--- src/rtl/adio_rx_deser.sv ---
// Left-justified, MSB-first stereo audio receiver: oversamples BCK/LRCK/DATA in the
// iCLK_18_4 domain, assembles left/right words and hands pairs out over valid/ready.
module adio_rx_deser #(
  parameter int DATA_WIDTH  = 16,
  parameter int SYNC_STAGES = 2
) (
  input  logic                         iCLK_18_4,
  input  logic                         iRST_N,
  input  logic                         iAUD_BCK,
  input  logic                         iAUD_LRCK,
  input  logic                         iAUD_DATA,
  input  logic                         iReady,
  input  logic                         iErrClr,
  output logic signed [DATA_WIDTH-1:0] oLeft,
  output logic signed [DATA_WIDTH-1:0] oRight,
  output logic                         oValid,
  output logic                         oOverrun,
  output logic                         oFrameErr
);

  localparam int CNT_W = $clog2(DATA_WIDTH + 1);
  localparam logic [CNT_W-1:0] FULL_CNT = CNT_W'(DATA_WIDTH);

  typedef enum logic [1:0] {S_ALIGN, S_LEFT, S_RIGHT} state_t;

  state_t                  state;
  logic [SYNC_STAGES-1:0]  bck_sync;
  logic [SYNC_STAGES-1:0]  lrck_sync;
  logic [SYNC_STAGES-1:0]  data_sync;
  logic                    bck_d;
  logic                    lr_prev;
  logic [DATA_WIDTH-1:0]   shift;
  logic [CNT_W-1:0]        bitcnt;
  logic signed [DATA_WIDTH-1:0] left_hold;

  logic bck_p0;
  logic lrck_p0;
  logic data_p0;
  logic vld_p0;
  logic lr_chg_p0;
  logic word_full_p0;

  // Stage p0: synchronized lines, BCK rising-edge detect and word-boundary detect
  assign bck_p0       = bck_sync[SYNC_STAGES-1];
  assign lrck_p0      = lrck_sync[SYNC_STAGES-1];
  assign data_p0      = data_sync[SYNC_STAGES-1];
  assign vld_p0       = bck_p0 & ~bck_d;
  assign lr_chg_p0    = vld_p0 & (lrck_p0 != lr_prev);
  assign word_full_p0 = (bitcnt == FULL_CNT);

  always_ff @(posedge iCLK_18_4 or negedge iRST_N) begin
    if (!iRST_N) begin
      bck_sync  <= '0;
      lrck_sync <= '0;
      data_sync <= '0;
      bck_d     <= 1'b0;
      lr_prev   <= 1'b0;
      shift     <= '0;
      bitcnt    <= '0;
    end else begin
      bck_sync  <= {bck_sync[SYNC_STAGES-2:0], iAUD_BCK};
      lrck_sync <= {lrck_sync[SYNC_STAGES-2:0], iAUD_LRCK};
      data_sync <= {data_sync[SYNC_STAGES-2:0], iAUD_DATA};
      bck_d     <= bck_p0;
      if (vld_p0) begin
        lr_prev <= lrck_p0;
        if (lr_chg_p0) begin
          shift  <= {{(DATA_WIDTH-1){1'b0}}, data_p0};
          bitcnt <= CNT_W'(1);
        end else if (bitcnt < FULL_CNT) begin
          shift  <= {shift[DATA_WIDTH-2:0], data_p0};
          bitcnt <= bitcnt + 1'b1;
        end
      end
    end
  end

  // Stage p1: framing FSM, pair hand-off and sticky flags; later assignments let a
  // set event override a same-cycle clear and a commit override the transfer drop.
  always_ff @(posedge iCLK_18_4 or negedge iRST_N) begin
    if (!iRST_N) begin
      state     <= S_ALIGN;
      left_hold <= '0;
      oLeft     <= '0;
      oRight    <= '0;
      oValid    <= 1'b0;
      oOverrun  <= 1'b0;
      oFrameErr <= 1'b0;
    end else begin
      if (oValid && iReady) oValid <= 1'b0;
      if (iErrClr) begin
        oOverrun  <= 1'b0;
        oFrameErr <= 1'b0;
      end
      if (lr_chg_p0) begin
        case (state)
          S_ALIGN: if (lrck_p0) state <= S_LEFT;
          S_LEFT: begin
            if (!lrck_p0) begin
              if (word_full_p0) begin
                left_hold <= shift;
                state     <= S_RIGHT;
              end else begin
                oFrameErr <= 1'b1;
                state     <= S_ALIGN;
              end
            end
          end
          S_RIGHT: begin
            if (lrck_p0) begin
              state <= S_LEFT;
              if (!word_full_p0) begin
                oFrameErr <= 1'b1;
              end else if (!oValid || iReady) begin
                oLeft  <= left_hold;
                oRight <= shift;
                oValid <= 1'b1;
              end else begin
                oOverrun <= 1'b1;
              end
            end
          end
          default: state <= S_ALIGN;
        endcase
      end
    end
  end

endmodule

--- config.mk ---
export PLATFORM = sky130hd
export DESIGN_NAME = adio_rx_deser
export DESIGN_NICKNAME = d
export VERILOG_FILES = /design/src/rtl/adio_rx_deser.sv
export SDC_FILE = /design/constraint.sdc
export NUM_CORES = 1
export LEC_CHECK = 0
export CAP_MARGIN = 30
export CORE_UTILIZATION = 50
export CTS_CLUSTER_SIZE = 10
export DETAILED_ROUTE_END_ITERATION = 6
export GPL_TIMING_DRIVEN = 0
export PLACE_DENSITY = 0.8
export SLEW_MARGIN = 20
export SYNTH_ARGS = -nofsm -noshare
export SYNTH_HDL_FRONTEND = slang
export SYNTH_SLANG_ARGS = --single-unit
--- constraint.sdc ---
create_clock -name iCLK_18_4 -period 1.9 [get_ports iCLK_18_4]
set_input_delay 0.19 -clock iCLK_18_4 [delete_from_list [all_inputs] [get_ports iCLK_18_4]]
set_output_delay 0.19 -clock iCLK_18_4 [all_outputs]
set_load 0.03 [all_outputs]
==> impl_metrics.tcl <==
set metrics [dict create \
    first_global_vias 1998 \
    finalCoreUtilization_pct 66.70 \
    fin_nets 307 \
    worstPathMaxFanout 10 \
    arrival_ps 2030 \
    clock_skew_ps 9.068 \
    h-tree-depth 3 \
    start_util_pct 53.28 \
    overflow 0 \
    pin_count 42 \
    detail_route.wl_per_cell_um 15.68 \
    slew_viol_final 0 \
    postSynthNetCount 254 \
    finalHoldViolCount 0 \
    r2r_slack_ps 110 \
    hold_path.class "primary input to flop" \
    gp_routability_congestion 0.6936 \
    core_area_sq_um 6061 \
    syn_area_per_cell_sq_um 13.40 \
    met2_usage_pct 30.50 \
    cts_tree "done" \
    cp.required_ps 2150 \
    ir_worst_vdd_mv 0.5545 \
    register_area_sq_um 2052 \
    grt_max_degree 48 \
    clock.fmax_ghz 0.5594 \
    syn-instance-count 241 \
    cts.sinks 82 \
    yosysWarnings 0 \
    worstPathCellList "inv_1, ha_1, and4bb_4, nand4_4, buf_4, mux2_2" \
    yosys_most_used_dff "dfrtp_1" \
    fin_crit_ps 1788 \
    routed_wl_um 5863 \
    drc 0 \
    end_kind "flop" \
    use_met1_pct 26.13 \
    clk_pin_slew_worst_paths_ps 80 \
    ant_nets 0 \
    vias 2042 \
    worst_pin_slew_ps 520.3 \
    die_w_um 82.37 \
    port_buffers 41 \
    clk_root_buffer_cell "clkbuf_8" \
    p_per_area_nw_per_um2 905.9 \
    slew_headroom_pct 65.31 \
    power.total_w 0.003662 \
    synthArstFlopShare_pct 100.0 \
    cap_violations 0 \
    ys_seq_area_share_pct 63.54 \
    pre_cts_slack_ps -52.04 \
    synth-seq-cells 82 \
    synth_edf_count 0 \
    holdWs_ps 257.0 \
    setup_viol 0 \
    dieHeight_um 82.37 \
    placed_cell_area_sq_um 3759 \
    cp-start-kind "flop" \
    leakage_nw 1.948 \
    finalCritPeriodShare_pct 94.09 \
    slowest_stage "dfrtp_1" \
    rsz0062_at_grt "no" \
    grt_pass1_wl_um 9577 \
    yosysUniqueCellTypes 30 \
    grt_busiest_layer "met2" \
    use_met3_pct 5.934 \
    drt_first_pass_iters 4 \
    viasPerCell 5.460 \
    nFillCells 446 \
    rows 28 \
    antenna_found_initial 0 \
    synthToLayoutAreaGrowth_pct 25.18 \
    finalWorstSetupSlack_ps 112.2 \
    insertion_delay_ps 370 \
    n_antenna_cell 0 \
    drt_first_iter_violations 110 \
    layout-drive-gt1-share_pct 22.41 \
    grt.total_usage_pct 20.04 \
    cts-buffers-inserted 9 \
    multiInputGateArea_sq_um 1142 \
    status "complete, no violations" \
    die_area_sq_um 6784 \
    finalInstanceArea_sq_um 4043 \
    hpwl_um 3771 \
    cts_buffer_depth 2 \
    slowest_delay_ps 430 \
    path_class "flop to flop" \
    netlist_area_sq_um 3229 \
]
-- metal layers --
layer | wire length [um] | vias to the layer above
met3 | 251 | 10
li1 | - | 934
met2 | 2967 | 51
met1 | 2526 | 1047
met5 | 0 | -
met4 | 117 | 0
-- path summary, 6_finish.rpt --
path,startpoint,endpoint,cells after the start
max reg2reg,bitcnt[0]$_DFFE_PN0P_,oLeft[6]$_DFFE_PN0P_,6
min,iAUD_DATA,data_sync[0]$_DFF_PN0_,1
max in group asynchronous,iRST_N,oRight[7]$_DFFE_PN0P_,3
min in group asynchronous,iRST_N,left_hold[3]$_DFFE_PN0P_,2
min reg2reg,data_sync[0]$_DFF_PN0_,data_sync[1]$_DFF_PN0_,0
max,bitcnt[0]$_DFFE_PN0P_,oLeft[6]$_DFFE_PN0P_,6
-- state kept, by name, summed over array words and instances, names as in the netlist, 5 cells and up --
register and count:
left_hold 16, oRight 16, shift 16, oLeft 16, bitcnt 5
-- power by group --
group	leakage [nW]	internal [W]	switching, W
registers	1.12	0.00182	0.0000803
logic	0.730	0.000138	0.000204
clock network	0.102	0.000748	0.000673
total	1.95	0.00271	0.000957
-- worst max-delay path, delay by kind of cell (launching register included) --
family                     cells  cell delay (ps)
buffers and inverters          2              320
adders and majority gates      1              160
DFF                            1              430
muxes                          1              290
and+or+nand+nor                2              470
-- cells in the final DEF (no fill, tap or decap), types with 2 or more instances in the layout --
cell type,n
a21oi_1,18
buf_4,3
bufinv_16,2
clkbuf_1,3
clkbuf_8,9
clkdlybuf4s50_1,40
clkinvlp_4,3
dfrtp_1,82
ha_1,6
inv_1,6
inv_6,2
mux2_1,13
mux2_2,37
mux2i_1,2
nand2_1,35
nand2b_1,3
nand3_1,3
nor2_1,6
o21ai_0,4
-- synth_stat cells, types with 2 or more instances --
library cell / count / share of area, %
dfrtp_1: 82 / 64
mux2_2: 37 / 13
nand2_1: 35 / 4.1
a21oi_1: 18 / 2.8
mux2_1: 13 / 4.5
ha_1: 6 / 2.3
inv_1: 6 / 0.70
nor2_1: 6 / 0.70
clkbuf_1: 5 / 0.58
buf_2: 4 / 0.62
o21ai_0: 4 / 0.62
nand2b_1: 3 / 0.58
nand3_1: 3 / 0.46
mux2i_1: 2 / 0.62
xnor2_1: 2 / 0.54
-- logic make-up (layout without fill, tap and decap cells) --
logic type               Yosys count  in the layout  synth area share, %
AND/OR/NAND/NOR                   58             58                9.221
XOR/XNOR                           3              3               0.8138
AO/OA/AOI/OAI                     25             25                4.146
adder cells (fa/ha/maj)            6              6                2.325
multiplexers                      52             52                18.06
buffers and inverters             15             73                1.899
flip-flops                        82             82                63.54
-- metrics by stage --
stage | instances | TNS [ps]
after floorplan | 241 | 0
after global placement | 357 | -180760
after detailed placement | 358 | -1022
after CTS | 375 | -97.08
after global routing | 374 | 0
final | 374 | 0
-- final cells by class --
type / instances / area share (%)
repair buffers: 44 / 11.51
plain buffers: 7 / 1.052
clock inverters: 7 / 2.476
well taps: 75 / 2.321
flip-flops and latches: 82 / 50.76
clock buffers: 9 / 3.064
inverters: 6 / 0.5571
multi-input cells: 144 / 28.26
-- what timing repair did --
action,4_1_cts,5_1_grt
gates resized for setup,2,10
pin swaps,0,0
setup endpoints to repair,40,34
hold buffers,1,0
setup buffers,1,0
endpoints found under the hold margin,35,0
Note: power is estimated with default switching activity, not from simulation.
